File: config.mk
export PLATFORM = sky130hd
export DESIGN_NAME = mc_ctrl_p
export DESIGN_NICKNAME = d
export VERILOG_FILES = /design/src/rtl/mc_ctrl_p.sv
export SDC_FILE = /design/constraint.sdc
export NUM_CORES = 1
export LEC_CHECK = 0
export ABC_AREA = 1
export BUFFER_PORTS_ARGS = -buffer_cell sky130_fd_sc_hd__buf_4
export CAP_MARGIN = 20
export CORE_MARGIN = 3
export CORE_UTILIZATION = 40
export CTS_CLUSTER_DIAMETER = 100
export CTS_CLUSTER_SIZE = 16
export DETAILED_ROUTE_END_ITERATION = 6
export GPL_TIMING_DRIVEN = 0
export PLACE_DENSITY = 0.67
export SLEW_MARGIN = 20
export SYNTH_ARGS = -nofsm -noshare
export SYNTH_HDL_FRONTEND = slang
export SYNTH_SLANG_ARGS = --single-unit
File: constraint.sdc
create_clock -name clk -period 3.45 [get_ports clk]
set_input_delay 0.345 -clock clk [delete_from_list [all_inputs] [get_ports clk]]
set_output_delay 0.345 -clock clk [all_outputs]
set_load 0.05 [all_outputs]
File: src/rtl/mc_ctrl_p.sv
// mc_ctrl_p: multicycle MIPS control FSM with memory wait, timeout and traps.
// Define SUBWORD_EN to decode lb/lbu/lh/lhu/sb/sh (otherwise they trap).
module mc_ctrl_p #(
    parameter int ALUOP_W     = 4,
    parameter int MEM_TIMEOUT = 16
) (
    input  logic               clk,
    input  logic               rst,
    input  logic               Zero,
    input  logic [5:0]         Op,
    input  logic [5:0]         Funct,
    input  logic               MemReady,
    output logic               RegWrite,
    output logic               MemWrite,
    output logic               MemRead,
    output logic               PCWrite,
    output logic               IRWrite,
    output logic               EXTOp,
    output logic               ALUSrcA,
    output logic               AregSel,
    output logic [1:0]         ALUSrcB,
    output logic [ALUOP_W-1:0] ALUOp,
    output logic [1:0]         PCSource,
    output logic [1:0]         GPRSel,
    output logic [1:0]         WDSel,
    output logic               IorD,
    output logic [1:0]         MemSize,
    output logic               LdUnsigned,
    output logic               IllegalInstr,
    output logic               BusErr,
    output logic [2:0]         State
);
    localparam logic [2:0] S_IF = 3'd0, S_ID = 3'd1, S_EXE = 3'd2;
    localparam logic [2:0] S_MEM = 3'd3, S_WB = 3'd4, S_TRAP = 3'd5;
    localparam logic [3:0] A_ADD = 4'd1, A_SUB = 4'd2, A_AND = 4'd3;
    localparam logic [3:0] A_OR = 4'd4, A_SLT = 4'd5, A_SLTU = 4'd6;
    localparam logic [3:0] A_SLL = 4'd7, A_SRL = 4'd8, A_NOR = 4'd9;
    localparam logic [3:0] A_LUI = 4'd10, A_XOR = 4'd11, A_SRA = 4'd12;
    localparam bit TO_EN = MEM_TIMEOUT > 0;
    localparam int CW = TO_EN ? $clog2(MEM_TIMEOUT + 1) : 1;
    localparam int TO_LAST_I = TO_EN ? MEM_TIMEOUT - 1 : 0;
    localparam logic [CW-1:0] TO_LAST = CW'(TO_LAST_I);

    logic [2:0]    state_q, state_d;
    logic [CW-1:0] cnt_q, cnt_d;
    logic          illegal_q, illegal_d;
    logic          bus_err_q, bus_err_d;
    logic          waiting, timeout;
    logic [3:0]    alu_op;

    logic d_legal, d_rtype, d_shamt, d_imm, d_zext, d_load, d_store;
    logic d_beq, d_bne, d_j, d_jal, d_jr, d_jalr;
    logic [3:0] d_alu;
`ifdef SUBWORD_EN
    logic [1:0] d_size;
    logic       d_uns;
`endif

    // instruction decode from the IR opcode/function fields
    always_comb begin
        d_legal = 1'b1; d_rtype = 1'b0; d_shamt = 1'b0;
        d_imm = 1'b0; d_zext = 1'b0; d_load = 1'b0; d_store = 1'b0;
        d_beq = 1'b0; d_bne = 1'b0; d_j = 1'b0; d_jal = 1'b0;
        d_jr = 1'b0; d_jalr = 1'b0; d_alu = A_ADD;
`ifdef SUBWORD_EN
        d_size = 2'd0; d_uns = 1'b0;
`endif
        case (Op)
            6'h00: begin
                d_rtype = 1'b1;
                case (Funct)
                    6'h20, 6'h21: d_alu = A_ADD;
                    6'h22, 6'h23: d_alu = A_SUB;
                    6'h24: d_alu = A_AND;
                    6'h25: d_alu = A_OR;
                    6'h26: d_alu = A_XOR;
                    6'h27: d_alu = A_NOR;
                    6'h2A: d_alu = A_SLT;
                    6'h2B: d_alu = A_SLTU;
                    6'h00: begin d_alu = A_SLL; d_shamt = 1'b1; end
                    6'h02: begin d_alu = A_SRL; d_shamt = 1'b1; end
                    6'h03: begin d_alu = A_SRA; d_shamt = 1'b1; end
                    6'h04: d_alu = A_SLL;
                    6'h06: d_alu = A_SRL;
                    6'h07: d_alu = A_SRA;
                    6'h08: d_jr = 1'b1;
                    6'h09: d_jalr = 1'b1;
                    default: d_legal = 1'b0;
                endcase
            end
            6'h02: d_j = 1'b1;
            6'h03: d_jal = 1'b1;
            6'h04: begin d_beq = 1'b1; d_alu = A_SUB; end
            6'h05: begin d_bne = 1'b1; d_alu = A_SUB; end
            6'h08: d_imm = 1'b1;
            6'h0A: begin d_imm = 1'b1; d_alu = A_SLT; end
            6'h0C: begin d_imm = 1'b1; d_zext = 1'b1; d_alu = A_AND; end
            6'h0D: begin d_imm = 1'b1; d_zext = 1'b1; d_alu = A_OR; end
            6'h0F: begin d_imm = 1'b1; d_alu = A_LUI; end
            6'h23: d_load = 1'b1;
            6'h2B: d_store = 1'b1;
`ifdef SUBWORD_EN
            6'h20: begin d_load = 1'b1; d_size = 2'd2; end
            6'h24: begin d_load = 1'b1; d_size = 2'd2; d_uns = 1'b1; end
            6'h21: begin d_load = 1'b1; d_size = 2'd1; end
            6'h25: begin d_load = 1'b1; d_size = 2'd1; d_uns = 1'b1; end
            6'h28: begin d_store = 1'b1; d_size = 2'd2; end
            6'h29: begin d_store = 1'b1; d_size = 2'd1; end
`endif
            default: d_legal = 1'b0;
        endcase
    end

    assign waiting = (state_q == S_IF) || (state_q == S_MEM);
    assign timeout = TO_EN && waiting && !MemReady && (cnt_q == TO_LAST);

    // state, wait counter and sticky trap causes
    always_ff @(posedge clk or posedge rst) begin
        if (rst) begin
            state_q   <= S_IF;
            cnt_q     <= '0;
            illegal_q <= 1'b0;
            bus_err_q <= 1'b0;
        end else begin
            state_q   <= state_d;
            cnt_q     <= cnt_d;
            illegal_q <= illegal_d;
            bus_err_q <= bus_err_d;
        end
    end

    // next state; counter runs only while stalled on memory
    always_comb begin
        state_d   = state_q;
        illegal_d = illegal_q;
        bus_err_d = bus_err_q;
        cnt_d     = '0;
        if (TO_EN && waiting && !MemReady && !timeout) cnt_d = cnt_q + CW'(1);
        case (state_q)
            S_IF: begin
                if (MemReady) state_d = S_ID;
                else if (timeout) begin
                    state_d = S_TRAP; bus_err_d = 1'b1;
                end
            end
            S_ID: begin
                if (!d_legal) begin
                    state_d = S_TRAP; illegal_d = 1'b1;
                end else if (d_j || d_jal) state_d = S_IF;
                else state_d = S_EXE;
            end
            S_EXE: begin
                if (d_beq || d_bne || d_jr || d_jalr) state_d = S_IF;
                else if (d_load || d_store) state_d = S_MEM;
                else state_d = S_WB;
            end
            S_MEM: begin
                if (MemReady) state_d = d_load ? S_WB : S_IF;
                else if (timeout) begin
                    state_d = S_TRAP; bus_err_d = 1'b1;
                end
            end
            S_WB:   state_d = S_IF;
            S_TRAP: state_d = S_TRAP;
            default: state_d = S_IF;
        endcase
    end

    // datapath controls for the current state; writes masked in reset
    always_comb begin
        RegWrite = 1'b0; MemWrite = 1'b0; MemRead = 1'b0;
        PCWrite = 1'b0; IRWrite = 1'b0; EXTOp = 1'b1;
        ALUSrcA = 1'b1; AregSel = 1'b0; ALUSrcB = 2'd0;
        alu_op = A_ADD; PCSource = 2'd0; GPRSel = 2'd0;
        WDSel = 2'd0; IorD = 1'b0; MemSize = 2'd0; LdUnsigned = 1'b0;
        case (state_q)
            S_IF: begin
                MemRead = 1'b1; ALUSrcA = 1'b0; ALUSrcB = 2'd1;
                PCWrite = MemReady; IRWrite = MemReady;
            end
            S_ID: begin
                if (d_legal) begin
                    if (d_j || d_jal) begin
                        PCSource = 2'd2; PCWrite = 1'b1;
                        if (d_jal) begin
                            RegWrite = 1'b1; GPRSel = 2'd2; WDSel = 2'd2;
                        end
                    end else if (d_jalr) begin
                        RegWrite = 1'b1; WDSel = 2'd2;
                    end else if (!d_jr) begin
                        ALUSrcA = 1'b0; ALUSrcB = 2'd3;
                    end
                end
            end
            S_EXE: begin
                alu_op = d_alu;
                if (d_beq || d_bne) begin
                    PCSource = 2'd1; PCWrite = d_beq ? Zero : ~Zero;
                end else if (d_jr || d_jalr) begin
                    PCSource = 2'd3; PCWrite = 1'b1;
                end else if (d_load || d_store) ALUSrcB = 2'd2;
                else if (d_imm) begin
                    ALUSrcB = 2'd2; EXTOp = ~d_zext;
                end else if (d_shamt) AregSel = 1'b1;
            end
            S_MEM: begin
                IorD = 1'b1; MemRead = d_load;
                MemWrite = d_store & ~timeout;
            end
            S_WB: begin
                RegWrite = 1'b1;
                GPRSel = d_rtype ? 2'd0 : 2'd1;
                WDSel = d_load ? 2'd1 : 2'd0;
            end
            default: ;
        endcase
`ifdef SUBWORD_EN
        if (state_q == S_MEM || state_q == S_WB) begin
            MemSize = d_size; LdUnsigned = d_uns;
        end
`else
        MemSize = 2'd0; LdUnsigned = 1'b0;
`endif
        if (rst) begin
            RegWrite = 1'b0; MemWrite = 1'b0; PCWrite = 1'b0; IRWrite = 1'b0;
        end
    end

    assign ALUOp        = ALUOP_W'(alu_op);
    assign State        = state_q;
    assign IllegalInstr = illegal_q;
    assign BusErr       = bus_err_q;
endmodule

==> flow_summary_export.csv, run 1 <==
group,metric,value,unit
drt,firstDrtPassIters,4,
drt,ant_nets,0,
die,die_w,61.8,um
critical_path,crit_fanout,5,
layout,num-fill-cells,291,
clock_network,cts.sinks,10,
pwr,ir_drop,305,uV
die,die_area,0.00382,mm^2
synthesis,yosys_warnings,0,
synthesis,netlist_area,0.00125,mm^2
synthesis,synthAdderAreaFrac,0.0201,
timing,final-hold-violation-count,0,
critical_path,critPathRequiredTime,3.11,ns
die,pin_count,45,
synthesis,yosys-mux-area-fraction,0,
synthesis,synth.avg_cell_area,5.88,um^2
synthesis,ys_seq_area_frac,0.201,
layout,utilization,0.574,
clock_network,clock_latency,0.26,ns
synthesis,netlist_instances,212,
pwr,leakage,0.954,nW
critical_path,arrival,1.87,ns
die,core-area,0.00285,mm^2
layout,syn2layout_area_growth,31.3,%
critical_path,r2r_end,"State[0]$_DFF_PP0_",
worst_hold_path,hp-class,"in2async",
timing,slew_viol_final,0,
global_route,use_met1,0.238,
global_route,grt_first_pass_wirelength,5060,um
drt,drt_iter0_markers,66,
global_route,grt_pass1_vias,1232,
synthesis,synth-seq-cells,10,
die,die_y,61.8,um
timing,finalClockSkew,0.00113,ns
global_route,grt_max_degree,12,
critical_path,critPathCaptureType,"output pin",
timing,fin_crit,2.22,ns
critical_path,reg2reg_slack,1.81,ns
global_route,grt_overflow,0,
drt,finalWirelength,3220,um
global_route,use_met2,0.283,
global_route,track_usage,0.174,
timing,fmax,451,MHz
global_route,top_usage_layer,"met2",
timing,finalCritPeriodShare,0.643,
synthesis,synthFlopType,"dfrtp_1",
timing,setup_viol,0,
place,dp_hpwl,2740,um
global_route,grtUsageMet3,0.0496,
die,rows,19,
clock_network,cts_setup_buffers,0,
synthesis,yosys.cell_types.count,29,
synthesis,synth-edff-count,0,
layout,drive_above_1_share,0.255,
synthesis,synth_compound_area_frac,0.0802,
synthesis,async_flop_share,1.00,
clock_network,clk_pin_slew,0.06,ns
critical_path,critPathLaunchType,"flip-flop",
synthesis,synth_top_family_by_area,"simple AND/OR/NAND/NOR gates",
layout,final_nets,278,
drt,via_count,1441,
die,initial_core_util,0.437,
flow_run,drv_cap,0,
place,port_buffers,41,
outcome,status,"completed",
pwr,p_per_area,477,mW/mm^2
synthesis,synth_xor_area_frac,0.0140,
critical_path,regToRegStartpoint,"cnt_q[0]$_DFF_PP0_",
clock_network,cts_resized,0,
clock_network,cts_tree,"yes",
layout,antenna_cells,0,
critical_path,r2r_cells,8,
clock_network,h-tree-depth,1,
clock_network,cts_hold_buf,0,
place,gp_congestion,0.844,
critical_path,path_class,"reg2out",
clock_network,cts_buffers,3,
global_route,antenna_found_initial,0,
drt,detail_route.wl_per_cell,11.1,um
timing,fin_tns_setup,0,ns
synthesis,synth-simple-area-share,0.541,
drt,drcViolationCount,0,
timing,rsz0062_at_grt,"false",
clock_network,clock_path_buffers,2,
clock_network,cts_root_buffer,"clkbuf_4",
drt,viasPerCell,4.97,
worst max path at each step:
stage | from | endpoint | slack [ns]
6_report | State[2]$_DFF_PP0_ | PCWrite | 1.23
5_1_grt | State[1]$_DFF_PP0_ | PCWrite | 1.05
4_1_cts | State[2]$_DFF_PP0_ | PCWrite | 1.20
3_5_place_dp | Funct[3] | ALUSrcB[0] | 1.47
3_3_place_gp | Funct[3] | ALUSrcB[0] | 1.43
2_1_floorplan | State[1]$_DFF_PP0_ | AregSel | 0.46
synth_stat cells (3+ instances only):
master   instances  area [um^2]
nand3_1         29          145
o21ai_0          5         25.0
buf_4            3         22.5
nand4_1          6         37.5
nor3_1           4         20.0
a21oi_1          6         30.0
nand2_1         49          184
dfrtp_1         10          250
inv_1           40          150
nor2_1          32          120
nor2_2           5         31.3
critical path, cell delays in order (launching register included):
cell and delay, ns:
dfrtp_1 0.44, nor3_2 0.36, inv_1 0.20, a21oi_4 0.17, o21ai_2 0.07, nand3_1 0.06, nand2_1 0.05, inv_1 0.07
buf_4 0.19
registers in the layout, summed over array words and instances (netlist names):
| signal | cells |
|---|---|
| IllegalInstr | 1 |
| State | 3 |
| cnt_q | 5 |
| BusErr | 1 |
stage by stage:
step	area, um^2	instances	setup WS (ns)	power, W	hold slack [ns]
after floorplan	1250	214	0.461	0.000529	0.193
after global placement	1600	286	1.43	0.000679	0.386
after detailed placement	1600	286	1.47	0.000683	0.388
after CTS	1640	290	1.20	0.000789	0.102
after global routing	1640	290	1.05	0.000839	0.123
final	1640	290	1.23	0.000781	0.0942
kinds of logic (layout without fill, tap and decap cells):
kind of cell,Yosys count,count (layout)
compound gates,15,15
xor+xnor,2,2
fa+ha+maj,2,2
buf+inv,44,89
flops,10,10
other cells,1,3
simple gates,138,138
routing by layer:
layer  share of wire  up-vias
met5               0        -
met4          0.0016        0
met3           0.073        4
met2            0.46       54
met1            0.47      617
li1                -      766
report_power, final:
part | internal [W] | total (W) | switching (W)
registers | 0.000137 | 0.000162 | 0.0000256
clock network | 0.0000640 | 0.000102 | 0.0000381
logic | 0.000145 | 0.000517 | 0.000372
total | 0.000345 | 0.000781 | 0.000436
cell type report:
| type | count | area, um^2 | share of cell area |
|---|---|---|---|
| multi-input cells | 160 | 828 | 0.506 |
| clock buffers | 4 | 36.3 | 0.0222 |
| inverters | 41 | 154 | 0.0940 |
| plain buffers | 3 | 22.5 | 0.0138 |
| well taps | 31 | 38.8 | 0.0237 |
| flip-flops and latches | 10 | 250 | 0.153 |
| repair buffers | 41 | 308 | 0.188 |
placed cells by master (no fill, tap or decap), types with 3 or more instances in the layout:
cell type and count:
inv_1 40, o21ai_0 5, nor2_2 5, nand4_1 6, a21oi_1 6, nand2_1 49, buf_4 44, dfrtp_1 10
nand3_1 29, clkbuf_4 3, conb_1 3, nor2_1 32, nor3_1 4
(Power assumes the default switching activity.)
==> run 2: changes to the inputs <==
--- a/config.mk
+++ b/config.mk
@@ -14,7 +14,7 @@
 export CTS_CLUSTER_SIZE = 16
 export DETAILED_ROUTE_END_ITERATION = 6
 export GPL_TIMING_DRIVEN = 0
-export PLACE_DENSITY = 0.67
+export PLACE_DENSITY = 0.69
 export SLEW_MARGIN = 20
 export SYNTH_ARGS = -nofsm -noshare
 export SYNTH_HDL_FRONTEND = slang
==> constraint.sdc (replaced) <==
create_clock -name clk -period 1.9 [get_ports clk]
set_input_delay 0.19 -clock clk [delete_from_list [all_inputs] [get_ports clk]]
set_output_delay 0.19 -clock clk [all_outputs]
set_load 0.05 [all_outputs]
==> run 2 against run 1 <==
Against the previous run: flip-flop and latch count did not move; sequential power rose by 90%; clock skew rose by 0.0026 ns; largest cell class unchanged; count of clock-buffer cells in the layout did not move; highest routed layer is now met3.
==> flow_summary_export.csv, run 2 (synthesized netlist as in run 1, its figures left out) <==
group,metric,value,unit
die,die_y,61.8,um
die,core-area,0.00285,mm^2
global_route,track_usage,0.182,
drt,detail_route.wl_per_cell,11.5,um
worst_hold_path,min_delay_path_depth,4,
clock_network,clk_pin_slew,0.07,ns
drt,ant_nets,0,
pwr,pwr-share-clk,0.126,
clock_network,h-tree-depth,1,
timing,slew_viol_final,0,
global_route,grt_overflow,0,
critical_path,r2r_end,"State[0]$_DFF_PP0_",
critical_path,arrival,1.65,ns
layout,final_common_cell,"nand2_1",
pwr,leakage,0.991,nW
pwr,p_sw_frac,0.559,
pwr,total_power,0.00155,W
critical_path,critPathCaptureType,"output pin",
layout,utilization,0.623,
layout,layout_common_cells,"nand2_1 (47), buf_4 (46), inv_1 (37), nor2_1 (30), nand3_1 (26)",
place,gp_congestion,0.889,
layout,register_area,254,um^2
timing,finalCritPeriodShare,0.969,
pwr,p_per_area,871,mW/mm^2
die,initial_core_util,0.437,
die,die_w,61.8,um
global_route,grt_max_degree,12,
layout,antenna_cells,0,
critical_path,path_class,"reg2out",
clock_network,clock_path_buffers,2,
pwr,ir_drop,621,uV
layout,num-fill-cells,270,
global_route,grt_pass1_vias,1259,
place,port_buffers,41,
timing,finalClockSkew,0.00370,ns
place,placed_area,0.00165,mm^2
pwr,switchingPower,0.000866,W
worst_hold_path,hp-class,"in2reg",
worst_hold_path,hold_path_end,"State[1]$_DFF_PP0_",
die,pin_count,45,
timing,setup_viol,0,
drt,drcViolationCount,0,
layout,multi_input_area,898,um^2
clock_network,cts_tree,"yes",
layout,syn2layout_area_growth,42.5,%
flow_run,drv_cap,0,
layout,drive_above_1_share,0.332,
critical_path,critPathLaunchType,"flip-flop",
drt,viasPerCell,4.97,
pwr,pwr-share-seq,0.199,
layout,final_nets,284,
place,placed_cells,286,
global_route,antenna_found_initial,0,
drt,finalWirelength,3390,um
clock_network,cts_root_buffer,"clkbuf_4",
timing,final-hold-violation-count,0,
outcome,status,"completed",
timing,rsz0062_at_grt,"true",
global_route,grt_first_pass_wirelength,5420,um
drt,firstDrtPassIters,4,
critical_path,critPathRequiredTime,1.71,ns
clock_network,cts.sinks,10,
die,rows,19,
pwr,comb_power_share,0.675,
layout,largest_register_ff_count,5,
critical_path,reg2reg_slack,0.35,ns
critical_path,r2r_cells,8,
place,dp_hpwl,2700,um
place,dpl_worst_slack,0.121,ns
clock_network,cts_buffers,3,
timing,fin_ws,0.0585,ns
layout,fin_area,0.00178,mm^2
drt,drt_iter0_markers,69,
timing,fin_crit,1.84,ns
layout,stdcell_count,296,
timing,fmax,543,MHz
worst_hold_path,holdCritStartpoint,"MemReady",
pwr,p_int,0.000682,W
critical_path,regToRegStartpoint,"cnt_q[0]$_DFF_PP0_",
die,die_area,0.00382,mm^2
clock_network,clock_latency,0.27,ns
critical_path,crit_fanout,4,
drt,via_count,1470,
layout,top_register,"cnt_q",
-- run 2: worst max path at each step --
| stage | start | to | slack (ns) |
|---|---|---|---|
| after floorplan | State[1]$_DFF_PP0_ | PCWrite | -0.04 |
| after global placement | Funct[5] | PCWrite | 0.12 |
| after detailed placement | Op[2] | PCWrite | 0.12 |
| after CTS | State[1]$_DFF_PP0_ | PCWrite | 0.01 |
| after global routing | State[2]$_DFF_PP0_ | MemWrite | -0.01 |
| final | cnt_q[0]$_DFF_PP0_ | MemWrite | 0.06 |
-- run 2: area by class of cell --
class | instances | share of cell area
Multi-Input combinational cell | 160 | 0.505
Timing Repair Buffer | 47 | 0.208
Clock buffer | 4 | 0.0204
Inverter | 41 | 0.0887
Tap cell | 31 | 0.0218
Sequential cell | 10 | 0.143
Buffer | 3 | 0.0127
-- run 2: routing by layer --
layer,GRT usage,routed length (um),vias to the layer above
li1,-,-,785
met1,0.263,1690,632
met2,0.290,1460,53
met3,0.0393,243,0
met4,0.0182,0,0
met5,0,0,-
-- run 2: timing repair --
| action | in CTS | in global routing |
|---|---|---|
| pin swaps | 1 | 2 |
| setup buffers | 1 | 4 |
| hold buffers | 1 | 0 |
| setup endpoints to repair | 4 | 6 |
| resized for setup | 3 | 9 |
| endpoints found under the hold margin | 10 | 0 |
-- run 2: stage by stage --
step / setup TNS [ns] / hold WS [ns]
finish: 0 / 0.310
global route: -0.00956 / 0.332
CTS: 0 / 0.284
detailed placement: 0 / 0.242
global placement: 0 / 0.234
floorplan: -0.0699 / 0.0382
-- run 2: critical path, stage by stage, from the launching register on --
cell and delay (ns):
dfrtp_1 0.40, ha_1 0.21, nand2_1 0.08, nor2_1 0.05, ha_1 0.22, nand3_2 0.11, nand4_1 0.08, inv_1 0.08
buf_6 0.15
-- run 2: power by group through the flow --
stage	Clock, W	Combinational [W]	Sequential, W
after global placement	0	0.000957	0.000311
after CTS	0.000198	0.000975	0.000310
after detailed placement	0	0.000955	0.000313
after floorplan	0	0.000603	0.000390
after global routing	0.000208	0.00113	0.000312
final	0.000195	0.00104	0.000308
